==> src/rtl/rv32i_pkg.sv <==
`default_nettype none
// =============================================================================
// Module : rv32i_pkg
// Shared store encoding, UART register map, STATUS bit layout and TX FSM states.
// Rev    : 1.0
// =============================================================================
package rv32i_pkg;

    typedef enum logic [1:0] {
        MW_NONE = 2'b00,
        MW_BYTE = 2'b01,
        MW_HALF = 2'b10,
        MW_WORD = 2'b11
    } memwrite_e;

    localparam logic [1:0] OFF_TXDATA  = 2'd0;
    localparam logic [1:0] OFF_STATUS  = 2'd1;
    localparam logic [1:0] OFF_BAUDDIV = 2'd2;
    localparam logic [1:0] OFF_RSVD    = 2'd3;

    localparam int ST_FULL   = 0;
    localparam int ST_EMPTY  = 1;
    localparam int ST_BUSY   = 2;
    localparam int ST_OVF    = 3;
    localparam int ST_CNT_LO = 4;
    localparam int ST_CNT_HI = 7;

    typedef enum logic [1:0] {
        S_IDLE  = 2'd0,
        S_START = 2'd1,
        S_DATA  = 2'd2,
        S_STOP  = 2'd3
    } tx_state_e;

endpackage
`default_nettype wire

==> src/rtl/sync_fifo.sv <==
`default_nettype none
// =============================================================================
// Module : sync_fifo
// Single-clock FIFO with show-ahead head, wrapping pointers and a count register.
// Rev    : 1.0
// =============================================================================
module sync_fifo #(
    parameter int WIDTH = 8,
    parameter int DEPTH = 8
) (
    input  logic                     clk,
    input  logic                     rst,
    input  logic                     push,
    input  logic [WIDTH-1:0]         din,
    input  logic                     pop,
    output logic [WIDTH-1:0]         dout,
    output logic                     full,
    output logic                     empty,
    output logic [$clog2(DEPTH):0]   count
);
    localparam int            AW         = $clog2(DEPTH);
    localparam logic [AW:0]   FULL_COUNT = (AW+1)'(DEPTH);
    localparam logic [AW:0]   CNT_ONE    = (AW+1)'(1);
    localparam logic [AW-1:0] PTR_ONE    = AW'(1);

    logic [WIDTH-1:0] r_mem [DEPTH];
    logic [AW-1:0]    r_wr_ptr;
    logic [AW-1:0]    r_rd_ptr;
    logic             w_do_push;
    logic             w_do_pop;

    // A full FIFO still accepts a push when the head leaves on the same edge.
    assign w_do_pop  = pop && !empty;
    assign w_do_push = push && (!full || w_do_pop);
    assign full      = (count == FULL_COUNT);
    assign empty     = (count == '0);
    assign dout      = r_mem[r_rd_ptr];

    always_ff @(posedge clk or negedge rst) begin
        if (!rst) begin
            r_wr_ptr <= '0;
            r_rd_ptr <= '0;
            count    <= '0;
        end else begin
            if (w_do_push) r_wr_ptr <= r_wr_ptr + PTR_ONE;
            if (w_do_pop)  r_rd_ptr <= r_rd_ptr + PTR_ONE;
            case ({w_do_push, w_do_pop})
                2'b10:   count <= count + CNT_ONE;
                2'b01:   count <= count - CNT_ONE;
                default: count <= count;
            endcase
        end
    end

    always_ff @(posedge clk) begin
        if (w_do_push) r_mem[r_wr_ptr] <= din;
    end

endmodule
`default_nettype wire

==> src/rtl/uart_tx_mmio.sv <==
`default_nettype none
// =============================================================================
// Module : uart_tx_mmio
// Memory-mapped 8N1 UART transmitter with TX FIFO, W1C overflow flag and baud divisor.
// Rev    : 1.0
// =============================================================================
module uart_tx_mmio
    import rv32i_pkg::*;
#(
    parameter logic [31:0] BASE_ADDR   = 32'h1000_0000,
    parameter int          FIFO_DEPTH  = 8,
    parameter int          DEFAULT_DIV = 16
) (
    input  logic        clk,
    input  logic        rst,
    input  logic [31:0] a,
    input  logic [31:0] wd,
    input  logic [1:0]  we,
    output logic [31:0] rd,
    output logic        sel,
    output logic        tx,
    output logic        irq
);
    localparam int          CW        = $clog2(FIFO_DEPTH) + 1;
    localparam logic [15:0] RESET_DIV = 16'(DEFAULT_DIV);

    logic            w_wr, w_wr_tx, w_wr_status, w_wr_baud;
    logic [7:0]      w_fifo_dout;
    logic            w_fifo_full, w_fifo_empty;
    logic [CW-1:0]   w_fifo_count;
    logic [3:0]      w_cnt_sat;
    logic [31:0]     w_status;
    logic            w_bit_done, w_going_idle, w_pop, w_push_ok;
    logic            unused_bits;

    tx_state_e       r_state;
    logic [15:0]     r_baud, r_frame_div, r_cnt;
    logic [7:0]      r_shift;
    logic [2:0]      r_bit_idx;
    logic            r_ovf;

    assign sel         = (a[31:4] == BASE_ADDR[31:4]);
    assign w_wr        = sel && (we != MW_NONE);
    assign w_wr_tx     = w_wr && (a[3:2] == OFF_TXDATA);
    assign w_wr_status = w_wr && (a[3:2] == OFF_STATUS);
    assign w_wr_baud   = w_wr && (a[3:2] == OFF_BAUDDIV);
    assign unused_bits = ^{a[1:0], wd[31:16]};

    assign w_bit_done   = (r_cnt == r_frame_div - 16'd1);
    assign w_going_idle = (r_state == S_IDLE) || ((r_state == S_STOP) && w_bit_done);
    assign w_pop        = w_going_idle && !w_fifo_empty;
    assign w_push_ok    = w_wr_tx && (!w_fifo_full || w_pop);

    sync_fifo #(
        .WIDTH (8),
        .DEPTH (FIFO_DEPTH)
    ) u_fifo (
        .clk   (clk),
        .rst   (rst),
        .push  (w_wr_tx),
        .din   (wd[7:0]),
        .pop   (w_pop),
        .dout  (w_fifo_dout),
        .full  (w_fifo_full),
        .empty (w_fifo_empty),
        .count (w_fifo_count)
    );

    generate
        if (CW > 4) begin : g_cnt_sat
            assign w_cnt_sat = (|w_fifo_count[CW-1:4]) ? 4'hF : w_fifo_count[3:0];
        end else begin : g_cnt_direct
            assign w_cnt_sat = 4'(w_fifo_count);
        end
    endgenerate

    always_comb begin
        w_status                      = '0;
        w_status[ST_FULL]             = w_fifo_full;
        w_status[ST_EMPTY]            = w_fifo_empty;
        w_status[ST_BUSY]             = (r_state != S_IDLE);
        w_status[ST_OVF]              = r_ovf;
        w_status[ST_CNT_HI:ST_CNT_LO] = w_cnt_sat;
    end

    always_comb begin
        rd = '0;
        if (sel) begin
            case (a[3:2])
                OFF_STATUS:  rd = w_status;
                OFF_BAUDDIV: rd = {16'h0000, r_baud};
                default:     rd = '0;
            endcase
        end
    end

    always_ff @(posedge clk or negedge rst) begin
        if (!rst) begin
            r_baud <= RESET_DIV;
            r_ovf  <= 1'b0;
        end else begin
            if (w_wr_baud) r_baud <= (wd[15:0] == 16'h0000) ? 16'd1 : wd[15:0];
            if (w_wr_tx && w_fifo_full && !w_pop) r_ovf <= 1'b1;
            else if (w_wr_status && wd[ST_OVF])   r_ovf <= 1'b0;
        end
    end

    // irq looks ahead one edge so it rises on the same edge the line goes idle.
    always_ff @(posedge clk or negedge rst) begin
        if (!rst) begin
            r_state     <= S_IDLE;
            tx          <= 1'b1;
            irq         <= 1'b1;
            r_frame_div <= RESET_DIV;
            r_cnt       <= '0;
            r_shift     <= '0;
            r_bit_idx   <= '0;
        end else begin
            irq <= w_going_idle && w_fifo_empty && !w_push_ok;
            if (r_state != S_IDLE) r_cnt <= w_bit_done ? 16'd0 : r_cnt + 16'd1;
            case (r_state)
                S_IDLE: begin
                    if (w_pop) begin
                        r_state     <= S_START;
                        tx          <= 1'b0;
                        r_shift     <= w_fifo_dout;
                        r_frame_div <= r_baud;
                        r_cnt       <= '0;
                    end
                end
                S_START: begin
                    if (w_bit_done) begin
                        r_state   <= S_DATA;
                        tx        <= r_shift[0];
                        r_shift   <= {1'b0, r_shift[7:1]};
                        r_bit_idx <= '0;
                    end
                end
                S_DATA: begin
                    if (w_bit_done) begin
                        if (r_bit_idx == 3'd7) begin
                            r_state <= S_STOP;
                            tx      <= 1'b1;
                        end else begin
                            tx        <= r_shift[0];
                            r_shift   <= {1'b0, r_shift[7:1]};
                            r_bit_idx <= r_bit_idx + 3'd1;
                        end
                    end
                end
                S_STOP: begin
                    if (w_bit_done) begin
                        if (w_pop) begin
                            r_state     <= S_START;
                            tx          <= 1'b0;
                            r_shift     <= w_fifo_dout;
                            r_frame_div <= r_baud;
                        end else begin
                            r_state <= S_IDLE;
                        end
                    end
                end
                default: r_state <= S_IDLE;
            endcase
        end
    end

endmodule
`default_nettype wire

==> config.mk <==
export PLATFORM = sky130hd
export DESIGN_NAME = uart_tx_mmio
export DESIGN_NICKNAME = d
export VERILOG_FILES = /design/src/rtl/rv32i_pkg.sv /design/src/rtl/sync_fifo.sv /design/src/rtl/uart_tx_mmio.sv
export SDC_FILE = /design/constraint.sdc
export NUM_CORES = 1
export LEC_CHECK = 0
export CORE_MARGIN = 1
export CORE_UTILIZATION = 50
export CTS_CLUSTER_SIZE = 8
export DETAILED_ROUTE_END_ITERATION = 10
export PLACE_DENSITY = 0.77
export SKIP_CTS_REPAIR_TIMING = 1
export SLEW_MARGIN = 20
export SYNTH_ARGS = -nofsm -noshare
export SYNTH_HDL_FRONTEND = slang
export SYNTH_HIERARCHICAL = 1
export SYNTH_SLANG_ARGS = --single-unit
==> constraint.sdc <==
create_clock -name clk -period 4.78 [get_ports clk]
set_clock_uncertainty 0.05 [all_clocks]
set_input_delay 0.956 -clock clk [delete_from_list [all_inputs] [get_ports clk]]
set_output_delay 0.956 -clock clk [all_outputs]
set_load 0.005 [all_outputs]
Yosys cells after proc, flatten, opt, wreduce, memory -nomap -nowiden
Memory sizes are Yosys's and may differ from the RTL's.
Index checks and enable logic that the tools add are counted.
- register bits: 74
- latch bits: 0
- bits in writable memories: 64
- ROM bits: 0
- output and inout port bits: 35
- logic and storage cells: 111
- memories kept: 1
- memory list (memory ; words ; bits a word ; rd ports ; clocked after Yosys merged registers in ; write ports ; RTL line ; text):
    u_fifo.r_mem ; 8 ; 8 ; 1 ; 0 ; 1 ; sync_fifo.sv:26 ; logic [WIDTH-1:0] r_mem [DEPTH];
- add/subtract/negate cells: 7
- multipliers: 0
- divide/modulo/power cells: 0
- magnitude comparators: 0
- equal/unequal tests: 17
- shift operators: 0
- muxes and demuxes: 38
- bitwise operators: 0
- reductions and logical operators: 36
- operators by type and width (operator ; number):
    16-bit two-way mux ; 8
    16-bit case mux with 2 select lines ; 2
    8-bit two-way mux ; 5
    8-bit case mux with 4 select lines ; 1
    28-bit by 25-bit equality test with 1-bit output (second input constant) ; 1
    16-bit by 1-bit adder with 16-bit output (second input constant) ; 1
    16-bit equality test ; 1
    16-bit logical NOT ; 1
    16-bit by 1-bit subtractor with 16-bit output (second input constant) ; 1
    1-bit logical AND ; 14
    2-bit nonzero test ; 6
    1-bit two-way mux ; 10
    2-bit two-way mux ; 5
    2-bit != test (second input constant) ; 5
    3-bit by 1-bit adder with 3-bit output (second input constant) ; 3
    3-bit two-way mux ; 3
    2-bit equality test (second input constant) ; 4
    2-bit case mux with 4 select lines ; 1
    4-bit case mux with 2 select lines ; 1
    4-bit AND reduction ; 2
    2-bit by 1-bit equality test with 1-bit output (second input constant) ; 3
    3-bit case mux with 2 select lines ; 1
    5-bit AND reduction ; 1
    4-bit by 1-bit adder with 4-bit output (second input constant) ; 1
    other kinds (11) ; 17

Longest topological paths before layout
Gate-level depths: netlist of the first run.
- depth after elaboration: 10
- gate-level depth with buffers: 20
- mapped depth without buffers: 17

By module
The synthesis of the first run kept the hierarchy.
- modules (own cells, without submodules) (module ; instances ; cells an instance ; area an instance (um^2) ; seq. area each (um^2)):
    uart_tx_mmio ; 1 ; 443 ; 4252.8 ; 1606.5
    sync_fifo ; 1 ; 162 ; 3150.5 ; 2172.1

Worst setup path before layout of the first run
No wires, ideal clock.
- path kind: flip-flop to flip-flop
- from: register r_frame_div[0]
- to: register u_fifo.count[3]
- library setup time: 69 ps
- data arrival time: 4510 ps
- required time: 4661 ps
- slack: 151 ps
- stages on the path, launching flop included: 21
- period minus slack after synthesis: 4629 ps
- cells stage by stage: dfrtp_1 inv_1 ha_1 or4b_1 clkbuf_1 nor4_1 mux2_2 o21ai_1 o2111a_2 buf_6 buf_6 a21oi_1 nor2_1 o21ai_2 or2_2 inv_1 ha_1 or2_2 nand3_1 mux2_2 nand3b_1
- longest elaborated chain between the ends: 10
- RTL lines (what ; RTL line ; text):
    start, declared ; uart_tx_mmio.sv:37 ; logic [15:0] r_baud, r_frame_div, r_cnt;
    start signal, assigned ; uart_tx_mmio.sv:127 ; r_frame_div <= r_baud;
    start signal, assigned ; uart_tx_mmio.sv:157 ; r_frame_div <= r_baud;
    16-bit by 1-bit subtractor with 16-bit output * ; uart_tx_mmio.sv:49 ; assign w_bit_done = (r_cnt == r_frame_div - 16'd1);
    16-bit equality test * ; uart_tx_mmio.sv:49 ;
    1-bit logical AND * ; uart_tx_mmio.sv:50 ; assign w_going_idle = (r_state == S_IDLE) || ((r_state == S_STOP) && w_bit_done);
    1-bit logical OR * ; uart_tx_mmio.sv:50 ;
    1-bit logical AND * ; uart_tx_mmio.sv:51 ; assign w_pop = w_going_idle && !w_fifo_empty;
    named net w_pop ; uart_tx_mmio.sv:33 ; logic w_bit_done, w_going_idle, w_pop, w_push_ok;
    1-bit logical AND * ; sync_fifo.sv:33 ; assign w_do_pop = pop && !empty;
    1-bit logical OR ; sync_fifo.sv:34 ; assign w_do_push = push && (!full || w_do_pop);
    1-bit logical AND ; sync_fifo.sv:34 ;
    2-bit by 1-bit equality test with 1-bit output or 2-bit equality test (tied branches) ; sync_fifo.sv:47 ; case ({w_do_push, w_do_pop})
    4-bit case mux with 2 select lines or 2-bit nonzero test (tied branches) ; -- ;
    end signal, assigned ; sync_fifo.sv:48 ; 2'b10: count <= count + CNT_ONE;
    end signal, assigned ; sync_fifo.sv:49 ; 2'b01: count <= count - CNT_ONE;
    end signal, assigned ; sync_fifo.sv:50 ; default: count <= count;
    end, declared ; sync_fifo.sv:19 ; output logic [$clog2(DEPTH):0] count
Mark *: on every way through the listed nets, which the timed path passes. The rest lies on a longest branch.
A chain may end at the register's enable or synchronous reset.

Worst setup path in the final report of the first run
Same ends and word-level chain as after synthesis.

==> impl_results.md, run 1 <==
* Result of the run: complete, no violations
* Power per unit of standard cell area at 299.9 nW/µm²
* Hold/Removal Path Class: flip-flop to flip-flop
* Maximum number of pins on one net before global-route repair at 75
* Via-to-Cell Ratio at 5.959
* Synth Instances at 605
* Routed wire length at 15,520 µm
* Post-synthesis sequential element count at 138
* Predominant post-synthesis flop cell: sky130_fd_sc_hd__dfrtp_1
* Period Utilization, post-route at 93.47%
* Post-detailed-route wirelength per cell at 18.01 µm
* Yosys warning total at 6
* DR pass1 iterations at 5
* Core footprint at 14,480 µm²
* Net count of the finished layout at 749
* First-pass GRT wire length at 24,980 µm
* Crit start category: flip-flop
* Syn_area_per_cell at 12.24 µm²
* Die outline area at 15,300 µm²
* Number of H-tree branching levels at 4
* IO Port Bufs at 68
* Worst path cell trace: inv_1, ha_1, or4b_1, nor4_2, mux2_2, o21ai_1, o2111a_2, a21oi_1, nor2_1, o21ai_2, or2_2, inv_1, ha_1, or2_2, nand3_1, mux2_2, nand3b_1
* Clock-pin transition on the worst setup and hold timing paths at 0.06 ns
* Critical path capture point type: flip-flop
* Cell leakage power at 3.570 nW
* Final setup vio count at 0
* Sequential-to-total area share from yosys stat at 51.04%
* Worst Path Max Fanout at 7
* Required time at the endpoint of the critical path at 5.09 ns
* Fmax at 0.2238 GHz
* Residual overflow from global routing at 0
* Max-Slew Margin vs Limit at 35.22%
* Clock Latency Late Sink at 0.43 ns
* Vertical extent of the die at 123.7 µm
* Post-synthesis instance area at 7403 µm²
* Number of nets with antenna violations after detailed routing at 0
* Worst path arrival time at 4.78 ns
* Unrepaired setup endpoints after global routing: no
* EDFF count, synth at 64
* Deepest clock path buffer count at 2
* Share of flip-flops with an asynchronous set or reset after synthesis at 53.62%
* Worst vdd rail ir drop at 0.2663 mV
* Initial antenna violation count at 0
* PnR worst setup slack at 0.3119 ns
* Number of pins with negative max-slew slack in the final report at 0
* Fraction of final layout cells with drive strength greater than 1 at 16.52%
* Summed negative setup slack over all endpoints at 0 ns
* Slowest cell on the critical path: sky130_fd_sc_hd__or4b_1
* Number of top-level pins at 103
* Layout area overhead at 17.86%
* Global-route total usage across every layer at 21.78%
* Effective utilization at floorplan at 51.13%
* TritonCTS buffer count at 17
* Clock tree from TritonCTS: done
* HPWL reported at the end of detailed placement at 10,860 µm
* Number of hold violations in the final report at 0
* Max-capacitance violation count at 0
* Ant. Diodes at 0
* RD Place Congestion at 0.8736
* Number of clock sinks at 138
* # rows at 44
* Via count of the first global-routing pass at 5,018
* Time the final worst path needs with I/O delays and setup at 4.468 ns
* Horizontal die dimension at 123.7 µm
* Vias post-DR at 5,137
* Largest stage delay on the critical path at 0.61 ns
* Unique masters post-synth at 71
* Measured slew at the worst slew-check pin at 0.9635 ns
* Initial drt markers at 357
* Number of design rule violations left after detail routing at 0
* Setup WS pre-CTS at 0.2217 ns
* CTS Root Cell: sky130_fd_sc_hd__clkbuf_16
* Category of the most critical setup path: flip-flop to flip-flop
==> report_power, final <==
part	switching [W]	leakage, nW	internal [W]
clock network	0.000511	0.274	0.000786
logic	0.0000381	1.75	0.0000382
registers	0.00000000000983	1.55	0.00124
==> stage by stage <==
step | cell area (µm²) | cells | total power [W] | util [%] | hold slack (ns)
floorplan | 7460 | 620 | 0.001287 | - | 0.4171
finish | 8726 | 862 | 0.002617 | 60.27 | 0.4717
global placement | 8134 | 830 | 0.001342 | 56.18 | 0.4251
detailed placement | 8134 | 830 | 0.001344 | 56.18 | 0.4534
global route | 8726 | 862 | 0.002688 | 60.27 | 0.4831
CTS | 8720 | 862 | 0.002633 | 60.22 | 0.4725
==> cells in the mapped netlist, drive strengths merged, types with 15 or more instances <==
cell,instances,area share [%]
a21oi,15,1.0
buf,35,3.4
clkbuf,20,1.0
dfrtp,70,24
edfxtp,64,26
ha,15,2.5
inv,15,0.76
mux2,45,6.9
mux4,16,5.7
nand2,25,1.3
nor2,37,1.9
nor3,25,1.7
nor4,16,1.4
o21ai,20,1.5
xnor2,15,1.8
==> registers in the layout (all words and copies together) (netlist names) <==
name,flops
r_frame_div,16
r_baud,16
r_state,2
r_shift,8
r_cnt,16
r_bit_idx,3
u_fifo/r_mem,64
irq,1
u_fifo/count,4
u_fifo/r_wr_ptr,3
tx,1
r_ovf,1
u_fifo/r_rd_ptr,3
==> worst max-delay path: cells and delay by family, from the launching register on <==
kind,cells,cell delay (ns)
buffers and inverters,2,0.17
DFF,1,0.43
and+or+nand+nor,7,1.91
adders and majority gates,2,0.43
AOI/OAI and AO/OA,4,0.67
muxes,2,0.72
==> layer usage <==
metal  global-route usage (%)  up-vias  share of wire [%]
li1                         -     2387                  -
met3                    4.579       26                4.8
met2                    36.60      163                 50
met1                    27.49     2561                 43
met4                    8.584        0                1.8
met5                        0        -                  0
==> layout make-up <==
class                      instances  area, µm²
tap                              184      230.2
clock inverter                    12      138.9
timing repair buffer              81      775.7
clock buffer                      20      446.7
sequential                       138       3779
inverter                          15      56.30
multi-input combinational        412       3299
fill                            1091       5753
==> logic make-up after synthesis <==
logic type                 share of synthesized area (%)
and+or+nand+nor                                    13.23
DFF                                                51.04
AOI/OAI and AO/OA                                  10.73
muxes                                              14.06
buffers and inverters                              5.239
xor gates and xnor gates                           2.839
adders and majority gates                          2.805
other                                            0.05065
==> final timing paths <==
check,slack [ns],cells past startpoint,start,to
min,0.47,1,r_bit_idx[1],r_bit_idx[1]
max,0.31,17,r_frame_div[0],u_fifo/count[3]
max in group asynchronous,3.43,1,rst,r_frame_div[12]
min reg2reg,0.47,1,r_bit_idx[1],r_bit_idx[1]
min in group asynchronous,0.62,1,rst,r_cnt[11]
max reg2reg,0.31,17,r_frame_div[0],u_fifo/count[3]
==> layout by cell type, fill, tap and decap left out, types with 5 or more instances in the layout <==
cell,count
sky130_fd_sc_hd__dfrtp_1,70
sky130_fd_sc_hd__clkdlybuf4s50_1,67
sky130_fd_sc_hd__edfxtp_1,64
sky130_fd_sc_hd__mux2_2,43
sky130_fd_sc_hd__nor2_1,37
sky130_fd_sc_hd__nor3_1,25
sky130_fd_sc_hd__nand2_1,24
sky130_fd_sc_hd__clkbuf_16,17
sky130_fd_sc_hd__conb_1,16
sky130_fd_sc_hd__mux4_1,16
sky130_fd_sc_hd__inv_1,15
sky130_fd_sc_hd__xnor2_1,15
sky130_fd_sc_hd__nor4_1,15
sky130_fd_sc_hd__a21oi_1,15
sky130_fd_sc_hd__ha_1,15
sky130_fd_sc_hd__o21ai_0,14
sky130_fd_sc_hd__buf_4,14
sky130_fd_sc_hd__and3_1,13
sky130_fd_sc_hd__nor3b_1,11
sky130_fd_sc_hd__mux2i_1,11
sky130_fd_sc_hd__o21a_1,10
sky130_fd_sc_hd__xor2_1,9
sky130_fd_sc_hd__nand3_1,9
sky130_fd_sc_hd__a22oi_1,8
sky130_fd_sc_hd__nand2b_1,7
sky130_fd_sc_hd__o311ai_0,7
sky130_fd_sc_hd__a32oi_1,7
sky130_fd_sc_hd__or2_2,6
sky130_fd_sc_hd__or3_1,6
sky130_fd_sc_hd__nor2b_1,5
Power figures use the tool's default switching activity.
==> run 2: changes to the inputs <==
CTS_CLUSTER_SIZE = not set   (was 8)
==> results of run 2 <==
Same layout as run 1: the final DEF is identical, and so are final timing and power.
